--- src/rtl/img_stream_engine.sv ---
// ============================================================================
// Module  : img_stream_engine
// Brief   : Raster pixel engine (pass/brighten/darken/invert/threshold/shrink)
//           reading a sync-read pixel memory and emitting a valid/ready stream.
// Revision: 1.0 - initial release
// ============================================================================
`default_nettype none

module img_stream_engine #(
  parameter int WIDTH  = 30,
  parameter int HEIGHT = 30,
  parameter int CH     = 3,
  parameter int CW     = 8,
  parameter int FACTOR = 2,
  parameter int AW     = $clog2(WIDTH*HEIGHT)
) (
  input  logic             clk,
  input  logic             rst_n,
  input  logic             start,
  input  logic [2:0]       mode,
  input  logic [CW-1:0]    level,
  output logic             rd_en,
  output logic [AW-1:0]    rd_addr,
  input  logic [CH*CW-1:0] rd_data,
  output logic [CH*CW-1:0] m_data,
  output logic             m_valid,
  input  logic             m_ready,
  output logic             m_sof,
  output logic             m_eol,
  output logic             m_eof,
  output logic             busy,
  output logic             done,
  output logic             err
);

  localparam int XW = $clog2(WIDTH + 1);
  localparam int YW = $clog2(HEIGHT + 1);

  localparam logic [XW-1:0] c_ow_full_m1 = XW'(WIDTH - 1);
  localparam logic [XW-1:0] c_ow_shr_m1  = XW'(WIDTH / FACTOR - 1);
  localparam logic [YW-1:0] c_oh_full_m1 = YW'(HEIGHT - 1);
  localparam logic [YW-1:0] c_oh_shr_m1  = YW'(HEIGHT / FACTOR - 1);
  localparam logic [AW-1:0] c_col_shr    = AW'(FACTOR);
  localparam logic [AW-1:0] c_row_full   = AW'(WIDTH);
  localparam logic [AW-1:0] c_row_shr    = AW'(FACTOR * WIDTH);

  localparam logic [2:0] c_mode_bright = 3'd1;
  localparam logic [2:0] c_mode_dark   = 3'd2;
  localparam logic [2:0] c_mode_inv    = 3'd3;
  localparam logic [2:0] c_mode_thr    = 3'd4;
  localparam logic [2:0] c_mode_shrink = 3'd5;

  typedef enum logic [2:0] {
    S_IDLE = 3'd0,
    S_RD   = 3'd1,
    S_LAT  = 3'd2,
    S_OUT  = 3'd3,
    S_DONE = 3'd4
  } state_t;

  state_t            r_state;
  state_t            w_next;
  logic [2:0]        r_mode;
  logic [CW-1:0]     r_level;
  logic [XW-1:0]     r_ox;
  logic [YW-1:0]     r_oy;
  logic [AW-1:0]     r_row_base;
  logic [AW-1:0]     r_col_off;
  logic [CH*CW-1:0]  r_m_data;
  logic              r_sof;
  logic              r_eol;
  logic              r_eof;
  logic              r_err;

  logic              w_mode_ok;
  logic              w_shrink;
  logic [XW-1:0]     w_ow_m1;
  logic [YW-1:0]     w_oh_m1;
  logic [AW-1:0]     w_col_step;
  logic [AW-1:0]     w_row_step;
  logic [CH*CW-1:0]  w_result;

  assign w_mode_ok  = (mode <= c_mode_shrink);
  assign w_shrink   = (r_mode == c_mode_shrink);
  assign w_ow_m1    = w_shrink ? c_ow_shr_m1 : c_ow_full_m1;
  assign w_oh_m1    = w_shrink ? c_oh_shr_m1 : c_oh_full_m1;
  assign w_col_step = w_shrink ? c_col_shr   : AW'(1);
  assign w_row_step = w_shrink ? c_row_shr   : c_row_full;

  // Per-channel unsigned arithmetic; the extra MSB of sum/diff is carry/borrow
  for (genvar g = 0; g < CH; g++) begin : g_ch
    logic [CW-1:0] w_c;
    logic [CW:0]   w_sum;
    logic [CW:0]   w_diff;

    assign w_c    = rd_data[g*CW +: CW];
    assign w_sum  = {1'b0, w_c} + {1'b0, r_level};
    assign w_diff = {1'b0, w_c} - {1'b0, r_level};

    assign w_result[g*CW +: CW] =
        (r_mode == c_mode_bright) ? (w_sum[CW]  ? {CW{1'b1}} : w_sum[CW-1:0])  :
        (r_mode == c_mode_dark)   ? (w_diff[CW] ? {CW{1'b0}} : w_diff[CW-1:0]) :
        (r_mode == c_mode_inv)    ? ~w_c                                        :
        (r_mode == c_mode_thr)    ? ((w_c >= r_level) ? {CW{1'b1}} : {CW{1'b0}}) :
                                    w_c;
  end

  always_ff @(posedge clk or negedge rst_n) begin
    if (!rst_n) begin
      r_state <= S_IDLE;
    end else begin
      r_state <= w_next;
    end
  end

  always_comb begin
    w_next  = r_state;
    rd_en   = 1'b0;
    m_valid = 1'b0;
    busy    = 1'b1;
    done    = 1'b0;
    case (r_state)
      S_IDLE: begin
        busy = 1'b0;
        if (start && w_mode_ok) w_next = S_RD;
      end
      S_RD: begin
        rd_en  = 1'b1;
        w_next = S_LAT;
      end
      S_LAT: w_next = S_OUT;
      S_OUT: begin
        m_valid = 1'b1;
        if (m_ready) w_next = r_eof ? S_DONE : S_RD;
      end
      S_DONE: begin
        done   = 1'b1;
        w_next = S_IDLE;
      end
      default: w_next = S_IDLE;
    endcase
  end

  always_ff @(posedge clk or negedge rst_n) begin
    if (!rst_n) begin
      r_mode     <= '0;
      r_level    <= '0;
      r_ox       <= '0;
      r_oy       <= '0;
      r_row_base <= '0;
      r_col_off  <= '0;
      r_m_data   <= '0;
      r_sof      <= 1'b0;
      r_eol      <= 1'b0;
      r_eof      <= 1'b0;
      r_err      <= 1'b0;
    end else begin
      r_err <= 1'b0;
      case (r_state)
        S_IDLE: begin
          if (start) begin
            if (w_mode_ok) begin
              r_mode     <= mode;
              r_level    <= level;
              r_ox       <= '0;
              r_oy       <= '0;
              r_row_base <= '0;
              r_col_off  <= '0;
            end else begin
              r_err <= 1'b1;
            end
          end
        end
        S_LAT: begin
          r_m_data <= w_result;
          r_sof    <= (r_ox == '0) && (r_oy == '0);
          r_eol    <= (r_ox == w_ow_m1);
          r_eof    <= (r_ox == w_ow_m1) && (r_oy == w_oh_m1);
        end
        S_OUT: begin
          // Address = row base + column offset; no advance after the last beat
          if (m_ready && !r_eof) begin
            if (r_eol) begin
              r_ox       <= '0;
              r_oy       <= r_oy + YW'(1);
              r_col_off  <= '0;
              r_row_base <= r_row_base + w_row_step;
            end else begin
              r_ox      <= r_ox + XW'(1);
              r_col_off <= r_col_off + w_col_step;
            end
          end
        end
        default: ;
      endcase
    end
  end

  assign rd_addr = r_row_base + r_col_off;
  assign m_data  = r_m_data;
  assign m_sof   = r_sof;
  assign m_eol   = r_eol;
  assign m_eof   = r_eof;
  assign err     = r_err;

endmodule

`default_nettype wire
--- config.mk ---
export PLATFORM = sky130hd
export DESIGN_NAME = img_stream_engine
export DESIGN_NICKNAME = d
export VERILOG_FILES = /design/src/rtl/img_stream_engine.sv
export SDC_FILE = /design/constraint.sdc
export NUM_CORES = 1
export LEC_CHECK = 0
export CORE_ASPECT_RATIO = 1.2
export CORE_MARGIN = 8
export CORE_UTILIZATION = 30
export CTS_BUF_LIST = sky130_fd_sc_hd__clkbuf_2 sky130_fd_sc_hd__clkbuf_4 sky130_fd_sc_hd__clkbuf_8
export CTS_CLUSTER_SIZE = 25
export DETAILED_ROUTE_END_ITERATION = 10
export PLACE_DENSITY = 0.57
export REMOVE_ABC_BUFFERS = 1
export SYNTH_ARGS = -nofsm -noshare
export SYNTH_HDL_FRONTEND = slang
export SYNTH_SLANG_ARGS = --single-unit
--- constraint.sdc ---
create_clock -name clk -period 6.5 [get_ports clk]
set_clock_uncertainty 0.1 [all_clocks]
set_input_delay 1.625 -clock clk [delete_from_list [all_inputs] [get_ports clk]]
set_output_delay 1.625 -clock clk [all_outputs]
set_load 0.02 [all_outputs]
==> flow_summary.ini <==
[status]
status = finished, final reports clean

[cts]
post_cts_buffers = 0
htree_num_levels = 3
ctsLongestPathBuffers = 2
cts_tree = done
cts.sinks = 71
holdBufCountCts = 0
cts-resized-gates = 0
cts_root_buf = clkbuf_8
path_clk_slew_ps = 100
cts_made_buffers = 9
clk-insertion-delay-late_ps = 380

[timing]
fin_hold_ws_ps = 386
tightest_slew_ps = 1130
fmax_mhz = 206
finalCritPeriodShare_pct = 74.8
rsz0062_at_grt = false
finalSetupViolCount = 0
maxSlewViolCount = 0
period_needed_ps = 4860
hold_viol = 0
relSlewSlack_pct = 24.4
fin_setup_tns_ps = 0

[synth]
synthTopCellsByArea = dfrtp_1, ha_1, nor2_1
synth_warnings = 0
ys_seq_area_share_pct = 27.5
netlist_area_sq_mm = 0.00646
async_flop_share_pct = 100
synthFlopType = dfrtp_1
synth.top_cell.area_share_pct = 27.5
synth-seq-cells = 71
synthCells = 795
synth-edff-count = 0
yosysTopAreaCell = dfrtp_1
syn_area_per_cell_sq_um = 8.12
yosysUniqueCellTypes = 75

[routing]
vias = 5997
routed_wl_mm = 20.2
drcViolationCount = 0
dr.first_iter.drc_count = 400
antenna_violating_nets_post_route = 0
viasPerCell = 5.34
first_pass_iters = 6
wl_per_cell_microns = 18.0

[critical_path]
end_kind = output port
worstPathRequired_ps = 4780
path_max_fanout = 3
critPathArrivalTime_ps = 3140
rr_worst_depth = 9
worst-setup-path-type = reg2out
crit_path_start_kind = register

[floorplan]
die_area_sq_mm = 0.0265
fp-row-count = 59
start_util_pct = 30.2
pin_count = 81
core-area_sq_mm = 0.0214
die_h_microns = 177
die_w_microns = 150

[grt]
grt_use_total_pct = 15.4
grt_pass1_vias = 6037
grt_max_degree = 56
grt-ovfl-total = 0
antenna_found_initial = 0
grt_pass1_wl_mm = 32.4

[power_and_ir_drop]
power.internal_mw = 1.87
seqPwrFrac_pct = 21.0
clkPwrFrac_pct = 12.6
p_per_area_mw_per_mm2 = 487
leakage_nw = 3.30
max-vdd-ir-drop_mv = 0.205
pwr-share-comb_pct = 66.4
p_sw_mw = 1.86
swShare_pct = 49.9

[cells_and_area]
utilization_pct = 35.8
area_growth_pct = 18.8
drive_gt1_share_pct = 5.18
nFillCells = 2244
fin_nets = 955
antennaDiodeCount = 0

[placement]
io_buffers = 80
dp_hpwl_mm = 15.1
place_congestion = 0.874

[worst_hold_path]
hold_depth = 2
worstHoldPathType = reg2reg

[job]
max_cap_violations = 0
[metrics by stage]
step | power, mW | cells | worst slack (ps) | cell area, sq um
detailed placement | 3.27 | 1107 | 1840 | 7420
global placement | 3.26 | 1107 | 1840 | 7420
CTS | 3.77 | 1123 | 1570 | 7670
floorplan | 2.42 | 746 | 2430 | 6230
finish | 3.74 | 1123 | 1640 | 7670
global route | 4.06 | 1123 | 1340 | 7670
[layout make-up]
class,instances,area [sq um],area share [%]
clock inverters,6,115,1.50
multi-input cells,633,4290,55.9
well taps,274,343,4.47
inverters,42,158,2.05
repair buffers,87,851,11.1
clock buffers,10,138,1.79
flip-flops and latches,71,1780,23.2
[layout by cell type (no fill, tap or decap), types with 14 or more instances in the layout]
| cell type | n |
|---|---|
| dfrtp_1 | 71 |
| a21oi_1 | 64 |
| nand2_1 | 70 |
| nand3_1 | 14 |
| ha_1 | 65 |
| o21ai_0 | 60 |
| xor2_1 | 32 |
| inv_1 | 41 |
| xnor2_1 | 29 |
| clkdlybuf4s50_1 | 79 |
| nor2_1 | 86 |
| nor3_1 | 14 |
[power by group through the flow]
stage          sequential [mW]  combinational [mW]  clock, mW
6_report                 0.785                2.48      0.470
5_1_grt                  0.816                2.75      0.502
4_1_cts                  0.788                2.49      0.489
3_5_place_dp             0.795                2.48          0
3_3_place_gp             0.793                2.47          0
2_1_floorplan            0.868                1.56          0
[kinds of logic (layout without fill, tap and decap cells)]
logic type                 count (synthesis)  after routing  synth area share, %
and+or+nand+nor                          249            249                 18.3
adders and majority gates                 72             72                 14.8
xor gates and xnor gates                  61             61                 8.27
muxes                                      3              3                0.484
DFF                                       71             71                 27.5
buffers and inverters                     91            145                 6.03
AOI/OAI and AO/OA                        248            248                 24.6
[layer usage]
layer | vias up | wire length [microns] | share of wire [%] | global-route usage (%)
met4 | 0 | 652 | 3.2 | 6.34
li1 | 2913 | - | - | -
met3 | 46 | 1300 | 6.4 | 3.40
met5 | - | 0 | 0 | 0
met2 | 181 | 9740 | 48 | 26.1
met1 | 2857 | 8550 | 42 | 18.6
[cells in the mapped netlist (all sizes together) (5+ instances only)]
library cell	number
a221oi	5
o31ai	6
nand4	11
nor2b	11
buf	10
fa	7
o21bai	11
a211oi	10
o211ai	11
nor3	15
ha	65
nand3	14
o221ai	6
nor2	90
inv	42
dfrtp	71
a21o	10
xnor2	29
o21ai	63
nand2b	8
nand2	70
a21oi	66
a31oi	11
xor2	32
nor3b	5
o22ai	10
clkbuf	39
a311oi	5
[critical path, stage by stage (launching register included)]
cell	delay, ps
dfrtp_1	420
ha_1	330
a21oi_1	270
o21bai_1	140
a21oi_1	270
o21ai_0	180
a21oi_1	280
o21bai_1	110
xnor2_1	130
clkdlybuf4s50_1	630
[state kept, by name, summed over array words and instances (netlist names), 3 cells and up]
signal and cells:
m_data 24, r_row_base 9, r_level 8, r_ox 5, r_oy 5, r_mode 3, r_state 3, r_col_off 10
[final timing paths]
check / slack (ps) / to / from
max: 1640 / rd_addr[9] / r_row_base[2]
max reg2reg: 3140 / m_data[6] / r_level[2]
min reg2reg: 390 / m_data[3] / m_data[3]
min in group asynchronous: 1000 / m_data[3] / rst_n
min: 390 / m_data[3] / m_data[3]
max in group asynchronous: 4240 / m_data[18] / rst_n
(Power assumes the default switching activity.)
